--- src/rtl/ps2_move_decoder_pkg.sv ---
// Shared constants, receiver state type and key lookup for the PS/2 move decoder.
// MOVE_DECODER_SHOOT_EN adds the two shoot keys to the key map.
package ps2_move_pkg;

    localparam int MOVE_UP    = 0;
    localparam int MOVE_DOWN  = 1;
    localparam int MOVE_LEFT  = 2;
    localparam int MOVE_RIGHT = 3;

    localparam logic [7:0] SC_EXT   = 8'hE0;
    localparam logic [7:0] SC_BREAK = 8'hF0;
    localparam logic [7:0] SC_W     = 8'h1D;
    localparam logic [7:0] SC_S     = 8'h1B;
    localparam logic [7:0] SC_A     = 8'h1C;
    localparam logic [7:0] SC_D     = 8'h23;
    localparam logic [7:0] SC_UP    = 8'h75;
    localparam logic [7:0] SC_DOWN  = 8'h72;
    localparam logic [7:0] SC_LEFT  = 8'h6B;
    localparam logic [7:0] SC_RIGHT = 8'h74;
    localparam logic [7:0] SC_SPACE = 8'h29;
    localparam logic [7:0] SC_RCTRL = 8'h14;

    // Key-state layout: [3:0] player 1 moves, [7:4] player 2 moves, [9:8] shoot keys.
`ifdef MOVE_DECODER_SHOOT_EN
    localparam int NUM_KEYS = 10;
`else
    localparam int NUM_KEYS = 8;
`endif

    typedef logic [NUM_KEYS-1:0] key_mask_t;

    typedef enum logic [1:0] {
        RX_IDLE,
        RX_DATA,
        RX_PARITY,
        RX_STOP
    } rx_state_e;

    // One-hot mask of the key addressed by (ext, code); zero when unmapped.
    function automatic key_mask_t key_mask(input logic ext, input logic [7:0] code);
        key_mask_t m;
        m = '0;
        case ({ext, code})
            {1'b0, SC_W}:     m = key_mask_t'(1) << MOVE_UP;
            {1'b0, SC_S}:     m = key_mask_t'(1) << MOVE_DOWN;
            {1'b0, SC_A}:     m = key_mask_t'(1) << MOVE_LEFT;
            {1'b0, SC_D}:     m = key_mask_t'(1) << MOVE_RIGHT;
            {1'b1, SC_UP}:    m = key_mask_t'(1) << (4 + MOVE_UP);
            {1'b1, SC_DOWN}:  m = key_mask_t'(1) << (4 + MOVE_DOWN);
            {1'b1, SC_LEFT}:  m = key_mask_t'(1) << (4 + MOVE_LEFT);
            {1'b1, SC_RIGHT}: m = key_mask_t'(1) << (4 + MOVE_RIGHT);
`ifdef MOVE_DECODER_SHOOT_EN
            {1'b0, SC_SPACE}: m = key_mask_t'(1) << 8;
            {1'b1, SC_RCTRL}: m = key_mask_t'(1) << 9;
`endif
            default:          m = '0;
        endcase
        return m;
    endfunction

endpackage

--- src/rtl/ps2_move_decoder_if.sv ---
// Keyboard pins and decoded outputs of the PS/2 move decoder.
// MOVE_DECODER_SHOOT_EN adds the per-player shoot signals.
interface ps2_move_decoder_if;
    logic       ps2_clk_i;
    logic       ps2_data_i;
    logic [3:0] player_1_move_o;
    logic [3:0] player_2_move_o;
    logic       scan_valid_o;
    logic [7:0] scan_code_o;
    logic       frame_error_o;
`ifdef MOVE_DECODER_SHOOT_EN
    logic       player_1_shoot_o;
    logic       player_2_shoot_o;

    modport master (
        output ps2_clk_i, ps2_data_i,
        input  player_1_move_o, player_2_move_o, scan_valid_o, scan_code_o,
               frame_error_o, player_1_shoot_o, player_2_shoot_o
    );
    modport slave (
        input  ps2_clk_i, ps2_data_i,
        output player_1_move_o, player_2_move_o, scan_valid_o, scan_code_o,
               frame_error_o, player_1_shoot_o, player_2_shoot_o
    );
`else
    modport master (
        output ps2_clk_i, ps2_data_i,
        input  player_1_move_o, player_2_move_o, scan_valid_o, scan_code_o,
               frame_error_o
    );
    modport slave (
        input  ps2_clk_i, ps2_data_i,
        output player_1_move_o, player_2_move_o, scan_valid_o, scan_code_o,
               frame_error_o
    );
`endif
endinterface

--- src/rtl/ps2_move_decoder_rx.sv ---
// PS/2 frame receiver: pin synchronizers, falling-edge detect, 11-bit frame FSM,
// inactivity timeout, and registered good-byte / error pulses.
module ps2_rx
    import ps2_move_pkg::*;
#(
    parameter int TIMEOUT_CYCLES = 25000,
    parameter int SYNC_STAGES    = 2
) (
    input  logic       i_clk,
    input  logic       i_rst_n,
    input  logic       i_ps2_clk,
    input  logic       i_ps2_data,
    output logic       o_valid,
    output logic [7:0] o_code,
    output logic       o_error
);

    localparam int TMO_W = 15;

    logic [SYNC_STAGES-1:0] r_clk_sync;
    logic [SYNC_STAGES-1:0] r_dat_sync;
    logic                   r_clk_prev;
    rx_state_e              r_state;
    rx_state_e              w_next;
    logic [2:0]             r_bit_cnt;
    logic [7:0]             r_shift;
    logic                   r_parity;
    logic [TMO_W-1:0]       r_tmo;
    logic                   r_valid;
    logic                   r_error;
    logic [7:0]             r_code;
    logic                   w_fall;
    logic                   w_bit;
    logic                   w_tmo_hit;
    logic                   w_good;
    logic                   w_err;

    // Synchronizers idle high so reset never fabricates a falling edge.
    always_ff @(posedge i_clk) begin
        if (!i_rst_n) begin
            r_clk_sync <= '1;
            r_dat_sync <= '1;
            r_clk_prev <= 1'b1;
        end else begin
            r_clk_sync <= {r_clk_sync[SYNC_STAGES-2:0], i_ps2_clk};
            r_dat_sync <= {r_dat_sync[SYNC_STAGES-2:0], i_ps2_data};
            r_clk_prev <= r_clk_sync[SYNC_STAGES-1];
        end
    end

    assign w_fall    = r_clk_prev & ~r_clk_sync[SYNC_STAGES-1];
    assign w_bit     = r_dat_sync[SYNC_STAGES-1];
    assign w_tmo_hit = (r_state != RX_IDLE) && !w_fall &&
                       (r_tmo == TMO_W'(TIMEOUT_CYCLES - 1));

    always_ff @(posedge i_clk) begin
        if (!i_rst_n) r_state <= RX_IDLE;
        else          r_state <= w_next;
    end

    always_comb begin
        w_next = r_state;
        if (w_tmo_hit) begin
            w_next = RX_IDLE;
        end else if (w_fall) begin
            case (r_state)
                RX_IDLE:   if (!w_bit) w_next = RX_DATA;
                RX_DATA:   if (r_bit_cnt == 3'd7) w_next = RX_PARITY;
                RX_PARITY: w_next = RX_STOP;
                RX_STOP:   w_next = RX_IDLE;
                default:   w_next = RX_IDLE;
            endcase
        end
    end

    always_comb begin
        w_good = 1'b0;
        w_err  = w_tmo_hit;
        if (w_fall && (r_state == RX_STOP)) begin
            if (w_bit && ((^r_shift) ^ r_parity)) w_good = 1'b1;
            else                                  w_err  = 1'b1;
        end
    end

    // Frame datapath: bit counter, LSB-first shifter, parity capture, timeout.
    always_ff @(posedge i_clk) begin
        if (!i_rst_n) begin
            r_bit_cnt <= '0;
            r_tmo     <= '0;
        end else begin
            if (r_state == RX_IDLE)              r_bit_cnt <= '0;
            else if (w_fall && r_state == RX_DATA) r_bit_cnt <= r_bit_cnt + 3'd1;
            if (r_state == RX_IDLE || w_fall)    r_tmo <= '0;
            else                                 r_tmo <= r_tmo + TMO_W'(1);
        end
    end

    always_ff @(posedge i_clk) begin
        if (w_fall && r_state == RX_DATA)   r_shift  <= {w_bit, r_shift[7:1]};
        if (w_fall && r_state == RX_PARITY) r_parity <= w_bit;
    end

    always_ff @(posedge i_clk) begin
        if (!i_rst_n) begin
            r_valid <= 1'b0;
            r_error <= 1'b0;
            r_code  <= '0;
        end else begin
            r_valid <= w_good;
            r_error <= w_err;
            if (w_good) r_code <= r_shift;
        end
    end

    assign o_valid = r_valid;
    assign o_code  = r_code;
    assign o_error = r_error;

endmodule

--- src/rtl/ps2_move_decoder.sv ---
// PS/2 keyboard to per-player move vectors: ps2_rx plus make/break decoder.
// MOVE_DECODER_SHOOT_EN adds player_1_shoot_o (Space) and player_2_shoot_o (right Ctrl).
module ps2_move_decoder
    import ps2_move_pkg::*;
#(
    parameter int TIMEOUT_CYCLES = 25000,
    parameter int SYNC_STAGES    = 2
) (
    input  logic                 clk_i,
    input  logic                 reset_i,
    ps2_move_decoder_if.slave    bus
);

    logic       w_valid;
    logic [7:0] w_code;
    logic       w_error;
    logic       r_ext;
    logic       r_brk;
    key_mask_t  r_keys;
    key_mask_t  w_mask;

    ps2_rx #(
        .TIMEOUT_CYCLES (TIMEOUT_CYCLES),
        .SYNC_STAGES    (SYNC_STAGES)
    ) u_rx (
        .i_clk      (clk_i),
        .i_rst_n    (reset_i),
        .i_ps2_clk  (bus.ps2_clk_i),
        .i_ps2_data (bus.ps2_data_i),
        .o_valid    (w_valid),
        .o_code     (w_code),
        .o_error    (w_error)
    );

    assign w_mask = key_mask(r_ext, w_code);

    // Prefix bytes only arm flags; any other byte consumes them, mapped or not.
    always_ff @(posedge clk_i) begin
        if (!reset_i) begin
            r_ext  <= 1'b0;
            r_brk  <= 1'b0;
            r_keys <= '0;
        end else if (w_valid) begin
            if (w_code == SC_EXT) begin
                r_ext <= 1'b1;
            end else if (w_code == SC_BREAK) begin
                r_brk <= 1'b1;
            end else begin
                r_keys <= r_brk ? (r_keys & ~w_mask) : (r_keys | w_mask);
                r_ext  <= 1'b0;
                r_brk  <= 1'b0;
            end
        end
    end

    assign bus.player_1_move_o = r_keys[3:0];
    assign bus.player_2_move_o = r_keys[7:4];
    assign bus.scan_valid_o    = w_valid;
    assign bus.scan_code_o     = w_code;
    assign bus.frame_error_o   = w_error;
`ifdef MOVE_DECODER_SHOOT_EN
    assign bus.player_1_shoot_o = r_keys[8];
    assign bus.player_2_shoot_o = r_keys[9];
`endif

endmodule

--- src/flat_wrapper.sv ---
// flat-port wrapper written by rule: the top's interface ports become plain ports
module ps2_move_decoder_flat import ps2_move_pkg::*;
#(
    parameter int TIMEOUT_CYCLES = 25000,
    parameter int SYNC_STAGES    = 2
)
  (clk_i, reset_i, bus_ps2_clk_i, bus_ps2_data_i, bus_player_1_move_o, bus_player_2_move_o, bus_scan_valid_o, bus_scan_code_o, bus_frame_error_o);
  ps2_move_decoder_if bus_i ();
  input  logic clk_i;
  input  logic reset_i;
  input wire logic [$bits(bus_i.ps2_clk_i)-1:0] bus_ps2_clk_i;
  input wire logic [$bits(bus_i.ps2_data_i)-1:0] bus_ps2_data_i;
  output wire logic [$bits(bus_i.player_1_move_o)-1:0] bus_player_1_move_o;
  output wire logic [$bits(bus_i.player_2_move_o)-1:0] bus_player_2_move_o;
  output wire logic [$bits(bus_i.scan_valid_o)-1:0] bus_scan_valid_o;
  output wire logic [$bits(bus_i.scan_code_o)-1:0] bus_scan_code_o;
  output wire logic [$bits(bus_i.frame_error_o)-1:0] bus_frame_error_o;
  assign bus_i.ps2_clk_i = bus_ps2_clk_i;
  assign bus_i.ps2_data_i = bus_ps2_data_i;
  assign bus_player_1_move_o = bus_i.player_1_move_o;
  assign bus_player_2_move_o = bus_i.player_2_move_o;
  assign bus_scan_valid_o = bus_i.scan_valid_o;
  assign bus_scan_code_o = bus_i.scan_code_o;
  assign bus_frame_error_o = bus_i.frame_error_o;
  ps2_move_decoder #(.TIMEOUT_CYCLES(TIMEOUT_CYCLES), .SYNC_STAGES(SYNC_STAGES)) u_core (.clk_i(clk_i), .reset_i(reset_i), .bus(bus_i));
endmodule
--- config.mk ---
export PLATFORM = sky130hd
export DESIGN_NAME = ps2_move_decoder_flat
export DESIGN_NICKNAME = d
export VERILOG_FILES = /design/src/rtl/ps2_move_decoder_pkg.sv /design/src/rtl/ps2_move_decoder_if.sv /design/src/rtl/ps2_move_decoder_rx.sv /design/src/rtl/ps2_move_decoder.sv /design/src/flat_wrapper.sv
export SDC_FILE = /design/constraint.sdc
export NUM_CORES = 1
export LEC_CHECK = 0
export BUFFER_PORTS_ARGS = -buffer_cell sky130_fd_sc_hd__buf_2
export CAP_MARGIN = 20
export CORE_ASPECT_RATIO = 1.5
export CORE_MARGIN = 3
export CORE_UTILIZATION = 49
export CTS_BUF_LIST = sky130_fd_sc_hd__clkbuf_16
export DETAILED_ROUTE_END_ITERATION = 16
export GPL_TIMING_DRIVEN = 0
export PLACE_DENSITY = 0.74
export SLEW_MARGIN = 30
export SYNTH_ARGS = -nofsm -noshare
export SYNTH_HDL_FRONTEND = slang
export SYNTH_SLANG_ARGS = --single-unit
--- constraint.sdc ---
create_clock -name clk_i -period 1.83 [get_ports clk_i]
set_input_delay 0.183 -clock clk_i [delete_from_list [all_inputs] [get_ports clk_i]]
set_output_delay 0.183 -clock clk_i [all_outputs]
set_load 0.005 [all_outputs]
==> results.tsv, run 1 <==
stage	metric	value	unit
status	outcome	completed	
grt	GRT Total Usage	16.39	%
detailed_routing	DR DRC count	0	
timing	Final setup viols	0	
yosys	Synth Area in Simple Gates	24.84	%
final_layout	final instance area	2780	sq um
critical_path	end of the worst register-to-register path	u_core.u_rx.o_error$_SDFF_PN0_	
yosys	ys flop type	dfxtp_1	
yosys	Cell Area, Synth	2382	sq um
timing	Hold WS	0.07154	ns
detailed_routing	met2 wire len	2239	microns
final_layout	# diodes	0	
yosys	Synth Instances	239	
timing	RSZ-0062 raised after global routing	yes	
timing	Tcrit/Tclk final	95.72	%
yosys	post-synthesis mux area share	8.088	%
critical_path	crit-path cells	inv_4 -> ha_4 -> or4bb_1 -> nor3_2 -> a22o_1 -> o311a_1	
yosys	synthesized flop and latch total	54	
timing	Max Fclk	570.9	MHz
clocking	CTS clk-pin slew, worst paths	0.07	ns
min_path	hold path start	bus_ps2_data_i	
pwr	clock share of power	42.5	%
critical_path	FF-to-FF Start	u_core.u_rx.r_state[1]$_SDFFE_PP0P_	
detailed_routing	drt wl/cell	12.98	microns
pwr	Int Power	1.724	mW
final_layout	FF/Latch Area	1177	sq um
floorplan	IO Pins	22	
detailed_routing	highest routed layer	met4	
yosys	Synth cell types	39	
critical_path	Req. time, crit path	2.06	ns
place	Cell Area, Placed	2562	sq um
clocking	clk_lat worst skew	0.29	ns
timing	final hold violation count	0	
yosys	synth warn	0	
min_path	WHS Endpoint	u_core.u_rx.r_dat_sync[0]$_SDFF_PN1_	
yosys	number of synthesized flops with an enable pin	9	
min_path	hold path cells	2	
place	Place WS	-0.1012	ns
place	IO buf count	20	
pwr	Max IR drop VDD	0.0007645	V
final_layout	Layout area overhead	16.70	%
grt	largest net degree at the start of global routing	18	
critical_path	CP peak stage delay	0.52	ns
floorplan	row count	30	
job	max cap viols	0	
critical_path	type of the worst setup path	register to register	
grt	initial antenna violation count	0	
floorplan	Die Footprint	5751	sq um
yosys	share of the synthesized area in the top cell type	37.82	%
detailed_routing	vias per cell	5.135	
grt	gr ovfl total	0	
yosys	largest family of logic cells by synthesized area	simple AND/OR/NAND/NOR gates	
floorplan	Initial Utilization	51.60	%
clocking	CTS sink count	54	
clocking	CTS H-tree depth	2	
min_path	HP Class	input pin to register	
critical_path	flop2flop setup slack	0.08	ns
place	HPWL Detailed	3029	microns
detailed_routing	Vias	1710	
detailed_routing	TritonRoute pass-1 iters	4	
yosys	ys async rst share	0	%
timing	fin crit period	1.752	ns
grt	first-pass GRT wire length	7721	microns
timing	clk_skew	0.006724	ns
yosys	compound-gate portion of the synthesized area	2.626	%
critical_path	CP Capture Type	register	
pwr	Pleak	1.069	nW
floorplan	Die W	62.93	microns
pwr	Logic pwr share	1.5	%
yosys	cell taking the most area after synthesis	dfxtp_1	
yosys	synthesized area per cell	9.968	sq um
pwr	sequential power share	56.0	%
final_layout	layout cells sized above 1	16.73	%
detailed_routing	metal3 WL	113	microns
detailed_routing	antenna viol nets, final	0	
pwr	Switching Share	20.18	%
yosys	Post-Synth Adder-Cell Area	4.202	%
timing	normalized max-slew margin	62.85	%
clocking	Post-CTS Hold Buffers	0	
critical_path	Arr. time, crit path	1.98	ns
final_layout	FILL cells	434	
detailed_routing	final WL	4322	microns
timing	final-report max-slew violation count	0	
critical_path	cells on worst reg2reg path	6	
final_layout	Nets	280	
yosys	syn nets	251	
grt	vias in the first global route	1688	
place	GPL Wtd Cong	0.7743	
pwr	pwr dens	777.1	nW/um^2
final_layout	Multi-input gate area	1177	sq um
timing	Worst Tran Pin Value	0.5494	ns
floorplan	total core area	4617	sq um
yosys	top area cells in the synthesized netlist	dfxtp_1 38%, edfxtp_1 11%, mux2i_1 7.1%	
pwr	sw power	0.4360	mW
critical_path	Max FO, Critical Path	4	
yosys	XOR/XNOR Fraction of Synth Area	8.246	%
clocking	root buf cell	clkbuf_16	
yosys	register area share after synthesis	49.16	%
detailed_routing	initial DRC count	82	
critical_path	crit start category	register	
clocking	clock buffer count from CTS	5	
clocking	CTS tree	built	
clocking	Max Root-Sink Buffers	2	
critical_path	Slowest-stage cell, CP	or4bb_1	
timing	Setup WS post-layout	0.07834	ns
detailed_routing	Metal-1 WL	1898	microns
floorplan	Die H	91.40	microns
## per-stage QoR
step | TNS, ns | total power [mW] | utilization, % | cells
2_1_floorplan | 0 | 1.260 | - | 239
3_5_place_dp | -0.2761 | 1.269 | 55.50 | 323
5_1_grt | -0.02966 | 2.255 | 60.22 | 333
4_1_cts | 0 | 2.186 | 59.40 | 332
3_3_place_gp | -0.4302 | 1.269 | 55.50 | 323
6_report | 0 | 2.160 | 60.22 | 333
## layout by cell type (no fill, tap or decap), drive strengths merged, types with 2 or more instances in the layout
cell	instances
nor4b	2
dfxtp	45
buf	22
ha	8
inv	11
edfxtp	9
clkinv	3
nor2b	2
nor4	5
nand3	15
and2	4
xor2	7
o21ai	2
nand2b	9
clkbuf	11
or2	2
xnor2	10
a21oi	5
nand2	24
nor3	6
nor2	25
nor4bb	2
nand4	5
or4b	2
and4b	2
mux2i	18
## cells in the mapped netlist, types with 6 or more instances
cell / n
clkbuf_1: 6
ha_1: 8
nor2_1: 25
nor3_1: 6
nand2_1: 24
dfxtp_1: 45
mux2i_1: 17
xor2_1: 7
nand2b_1: 9
edfxtp_1: 9
inv_1: 11
nand3_1: 15
xnor2_1: 10
## cell families (layout without fill, tap and decap cells)
logic type	Yosys count	after routing
AOI/OAI and AO/OA	10	10
muxes	18	18
DFF	54	54
and+or+nand+nor	112	112
buffers and inverters	18	48
xor gates and xnor gates	19	19
adders and majority gates	8	8
## per-layer routing
metal / track usage, % / vias up
met1: 19.41 / 792
met2: 28.81 / 28
li1: - / 883
met5: 0 / -
met3: 2.723 / 7
met4: 6.814 / 0
## layout make-up
type / count / area share [%]
Tap cell: 64 / 2.880
Buffer: 6 / 0.8551
Multi-Input combinational cell: 167 / 42.35
Clock buffer: 5 / 4.500
Clock inverter: 3 / 0.7651
Sequential cell: 54 / 42.35
Timing Repair Buffer: 22 / 4.590
Inverter: 12 / 1.710
## worst max-delay path: cells and delay by family, from the launching register on
kind / cells / cell delay, ns
compound gates: 2 / 0.34
fa+ha+maj: 1 / 0.16
flops: 1 / 0.38
simple gates: 2 / 0.76
buf+inv: 1 / 0.05
## power by group through the flow
stage                     logic [mW]  registers [mW]  clock network, mW
after floorplan               0.0227            1.24                  0
after global placement        0.0318            1.24                  0
final                         0.0327            1.21              0.918
after global routing          0.0375            1.21               1.01
after CTS                     0.0320            1.21              0.944
after detailed placement      0.0315            1.24                  0
## how the worst max path moves through the flow
stage	start	end	slack (ns)	depth (start not counted)
CTS	u_core.u_rx.r_tmo[0]$_SDFF_PP0_	u_core.u_rx.o_error$_SDFF_PN0_	0.02	5
global route	u_core.u_rx.r_state[1]$_SDFFE_PP0P_	u_core.u_rx.o_error$_SDFF_PN0_	-0.03	6
global placement	u_core.u_rx.r_state[1]$_SDFFE_PP0P_	u_core.u_rx.o_error$_SDFF_PN0_	-0.10	6
floorplan	u_core.u_rx.r_shift[2]$_DFFE_PP_	u_core.u_rx.o_code[0]$_SDFFE_PN0P_	0.16	4
finish	u_core.u_rx.r_state[1]$_SDFFE_PP0P_	u_core.u_rx.o_error$_SDFF_PN0_	0.08	6
detailed placement	u_core.u_rx.r_state[0]$_SDFFE_PP0P_	u_core.u_rx.o_error$_SDFF_PN0_	-0.10	6
## timing repair
action,CTS,global route
setup buffers,1,1
pin swaps,2,3
endpoints found under the setup margin,21,12
resized for setup,6,9
Power figures use the tool's default switching activity.
==> run 2, diff against run 1 <==
--- a/config.mk
+++ b/config.mk
@@ -12,9 +12,10 @@
 export CORE_UTILIZATION = 49
 export CTS_BUF_LIST = sky130_fd_sc_hd__clkbuf_16
 export DETAILED_ROUTE_END_ITERATION = 16
-export GPL_TIMING_DRIVEN = 0
+export HOLD_SLACK_MARGIN = 0.06
 export PLACE_DENSITY = 0.74
 export SLEW_MARGIN = 30
 export SYNTH_ARGS = -nofsm -noshare
 export SYNTH_HDL_FRONTEND = slang
+export SYNTH_HIERARCHICAL = 1
 export SYNTH_SLANG_ARGS = --single-unit
==> run 2 against run 1 <==
Compared with the run above:
- synthesized cell count unchanged
- sequential share of layout area down 1.5 points
- first-iteration DRC count grew 6.1%
- combinational power increased by 12%
- die area rose by 3.2%
- core utilization decreased by 1.0 points
- maximum frequency shrank 0.87%
==> results.tsv, run 2 <==
stage	metric	value	unit	change
status	outcome	completed		unchanged
detailed_routing	drt wl/cell	14.06	microns	was 12.98 microns
final_layout	FF/Latch Area	1171	sq um	was 1177 sq um
clocking	CTS sink count	54		unchanged
clocking	clock buffer count from CTS	5		unchanged
floorplan	Initial Utilization	50.86	%	was 51.60%
final_layout	layout cells sized above 1	20.30	%	was 16.73%
grt	initial antenna violation count	0		unchanged
timing	clk_skew	0.005027	ns	was 0.006724 ns
final_layout	final instance area	2870	sq um	was 2780 sq um
place	IO buf count	21		was 20
timing	Setup WS post-layout	0.06296	ns	was 0.07834 ns
timing	final hold violation count	0		unchanged
pwr	Max IR drop VDD	0.0004316	V	was 0.0007645 V
floorplan	IO Pins	22		unchanged
min_path	hold path start	bus_ps2_data_i		unchanged
detailed_routing	final WL	4739	microns	was 4322 microns
grt	first-pass GRT wire length	8493	microns	was 7721 microns
yosys	top area cells in the synthesized netlist	dfxtp_1 37%, edfxtp_1 11%, mux2i_1 5.7%		was dfxtp_1 38%, edfxtp_1 11%, mux2i_1 7.1%
clocking	clk_lat worst skew	0.28	ns	was 0.29 ns
grt	vias in the first global route	1848		was 1,688
clocking	Post-CTS Hold Buffers	0		unchanged
yosys	syn nets	250		was 251
yosys	synthesized area per cell	10.32	sq um	was 9.968 sq um
critical_path	Max FO, Critical Path	9		was 4
critical_path	crit-path cells	xor2_1 -> xnor3_2 -> mux2i_4 -> buf_12 -> and2_1		was inv_4 -> ha_4 -> or4bb_1 -> nor3_2 -> a22o_1 -> o311a_1
final_layout	Nets	281		was 280
final_layout	Layout area overhead	16.39	%	was 16.70%
floorplan	Die W	63.93	microns	was 62.93 microns
pwr	pwr dens	780.5	nW/um^2	was 777.1 nW/um^2
timing	Final setup viols	0		unchanged
timing	Max Fclk	565.9	MHz	was 570.9 MHz
min_path	WHS Endpoint	u_core/u_rx/r_dat_sync[0]$_SDFF_PN1_		was u_core.u_rx.r_dat_sync[0]$_SDFF_PN1_
timing	Tcrit/Tclk final	96.56	%	was 95.72%
floorplan	Die H	92.89	microns	was 91.40 microns
detailed_routing	Vias	1807		was 1,710
final_layout	# diodes	0		unchanged
min_path	hold path cells	2		unchanged
yosys	synthesized flop and latch total	54		unchanged
clocking	post-cts gate resize count	0		was 6
floorplan	Die Footprint	5938	sq um	was 5751 sq um
yosys	Synth Instances	239		unchanged
timing	fin crit period	1.767	ns	was 1.752 ns
final_layout	commonest cells after routing, fill and taps aside	45 x dfxtp_1, 29 x nand2_1, 21 x buf_2, 14 x mux2i_1, 12 x nor2_1		was 42 x dfxtp_1, 25 x nor2_1, 24 x nand2_1, 20 x buf_2, 17 x mux2i_1
floorplan	total core area	4848	sq um	was 4617 sq um
critical_path	crit start category	register		unchanged
grt	largest net degree at the start of global routing	20		was 18
timing	normalized max-slew margin	73.75	%	was 62.85%
yosys	cell taking the most area after synthesis	dfxtp_1		unchanged
clocking	Setup Buffers After CTS	0		was 1
clocking	CTS tree	built		unchanged
critical_path	end of the worst register-to-register path	u_core/u_rx/o_valid$_SDFF_PN0_		was u_core.u_rx.o_error$_SDFF_PN0_
critical_path	Slowest-stage cell, CP	xnor3_2		was or4bb_1
yosys	Cell Area, Synth	2466	sq um	was 2382 sq um
yosys	Post-synth top cells	45 x dfxtp_1, 29 x nand2_1, 14 x mux2i_1		was 45 x dfxtp_1, 25 x nor2_1, 24 x nand2_1
min_path	HP Class	input pin to register		unchanged
timing	final-report max-slew violation count	0		unchanged
yosys	Synth cell types	52		was 39
critical_path	flop2flop setup slack	0.06	ns	was 0.08 ns
clocking	CTS H-tree depth	2		unchanged
final_layout	FILL cells	434		unchanged
critical_path	cells on worst reg2reg path	5		was 6
final_layout	Multi-input gate area	1226	sq um	was 1177 sq um
yosys	count leader, synth	dfxtp_1		unchanged
critical_path	Req. time, crit path	2.00	ns	was 2.06 ns
grt	gr ovfl total	0		unchanged
yosys	share of the synthesized area in the top cell type	36.53	%	was 37.82%
detailed_routing	TritonRoute pass-1 iters	4		unchanged
detailed_routing	antenna viol nets, final	0		unchanged
detailed_routing	initial DRC count	87		was 82
critical_path	CP Capture Type	register		unchanged
clocking	Max Root-Sink Buffers	2		unchanged
place	Place WS	0.09645	ns	was -0.1012 ns
place	HPWL Detailed	3536	microns	was 3029 microns
floorplan	row count	31		was 30
pwr	Pleak	1.102	nW	was 1.069 nW
critical_path	Arr. time, crit path	1.94	ns	was 1.98 ns
clocking	root buf cell	clkbuf_16		unchanged
critical_path	FF-to-FF Start	u_core/u_rx/r_shift[3]$_DFFE_PP_		was u_core.u_rx.r_state[1]$_SDFFE_PP0P_
yosys	number of synthesized flops with an enable pin	9		unchanged
grt	GRT Total Usage	18.08	%	was 16.39%
timing	RSZ-0062 raised after global routing	no		was yes
clocking	CTS clk-pin slew, worst paths	0.07	ns	about the same
critical_path	CP peak stage delay	0.49	ns	was 0.52 ns
critical_path	type of the worst setup path	register to register		unchanged
job	max cap viols	0		unchanged
place	Cell Area, Placed	2710	sq um	was 2562 sq um
final_layout	leading cell type in the layout, fill and taps excluded	dfxtp_1		unchanged
yosys	synth warn	6		was 0
timing	setup TNS	0	ns	unchanged
yosys	ys async rst share	0	%	unchanged
yosys	register area share after synthesis	47.49	%	was 49.16%
place	GPL Wtd Cong	0.7554		was 0.7743
yosys	ys flop type	dfxtp_1		unchanged
timing	Worst Tran Pin Value	0.3883	ns	was 0.5494 ns
detailed_routing	vias per cell	5.362		was 5.135
detailed_routing	DR DRC count	0		unchanged
## run 2: worst max path at each step
stage                                     start                            endpoint  slack, ns  depth (start not counted)
6_report       u_core/u_rx/r_shift[3]$_DFFE_PP_      u_core/u_rx/o_valid$_SDFF_PN0_       0.06                          5
5_1_grt        u_core/u_rx/r_shift[1]$_DFFE_PP_  u_core/u_rx/o_code[5]$_SDFFE_PN0P_      0.007                          5
4_1_cts        u_core/u_rx/r_shift[3]$_DFFE_PP_      u_core/u_rx/o_valid$_SDFF_PN0_       0.07                          5
3_5_place_dp   u_core/u_rx/r_shift[1]$_DFFE_PP_  u_core/u_rx/o_code[3]$_SDFFE_PN0P_        0.1                          5
3_3_place_gp   u_core/u_rx/r_shift[1]$_DFFE_PP_  u_core/u_rx/o_code[7]$_SDFFE_PN0P_       0.14                          5
2_1_floorplan  u_core/u_rx/r_shift[1]$_DFFE_PP_  u_core/u_rx/o_code[0]$_SDFFE_PN0P_       0.11                          4
## run 2: through the flow
step	power (mW)	instances	utilization [%]	hold slack (ns)
global placement	1.276	329	55.90	0.3678
finish	2.240	337	59.20	0.08188
floorplan	1.262	239	-	0.2560
global route	2.313	337	59.20	0.08695
CTS	2.268	337	59.20	0.07821
detailed placement	1.276	329	55.90	0.3723
## run 2: cell families after synthesis
logic type                 share of synthesized area [%]
DFF                                                47.49
adders and majority gates                          3.551
buffers and inverters                              2.791
and+or+nand+nor                                    27.45
AOI/OAI and AO/OA                                  5.429
muxes                                              6.595
xor gates and xnor gates                           6.697
## run 2: critical path: cells and delay by family (launching register included)
| family | cells | cell delay [ns] |
|---|---|---|
| XOR/XNOR | 2 | 0.69 |
| buffers and inverters | 1 | 0.15 |
| flip-flops | 1 | 0.43 |
| multiplexers | 1 | 0.21 |
| AND/OR/NAND/NOR | 1 | 0.17 |
## run 2: layout make-up
class / instances / share of cell area, %
repair buffers: 32 / 6.975
inverters: 8 / 1.046
multi-input cells: 169 / 42.72
clock inverters: 2 / 0.3487
well taps: 66 / 2.877
flip-flops and latches: 54 / 40.80
clock buffers: 6 / 5.231
## run 2: metal layers
metal | GRT usage (%) | vias up | routed length [microns]
li1 | - | 907 | -
met1 | 19.37 | 853 | 1888
met2 | 34.34 | 40 | 2617
met3 | 2.670 | 7 | 150
met4 | 7.387 | 0 | 82
met5 | 0 | - | 0
## run 2: report_power, final
| part | total, mW | internal (mW) | switching (mW) | leakage [nW] |
|---|---|---|---|---|
| clock network | 0.992 | 0.586 | 0.407 | 0.0818 |
| registers | 1.21 | 1.21 | 0.00351 | 0.444 |
| logic | 0.0366 | 0.0148 | 0.0218 | 0.576 |
| total | 2.24 | 1.81 | 0.432 | 1.10 |
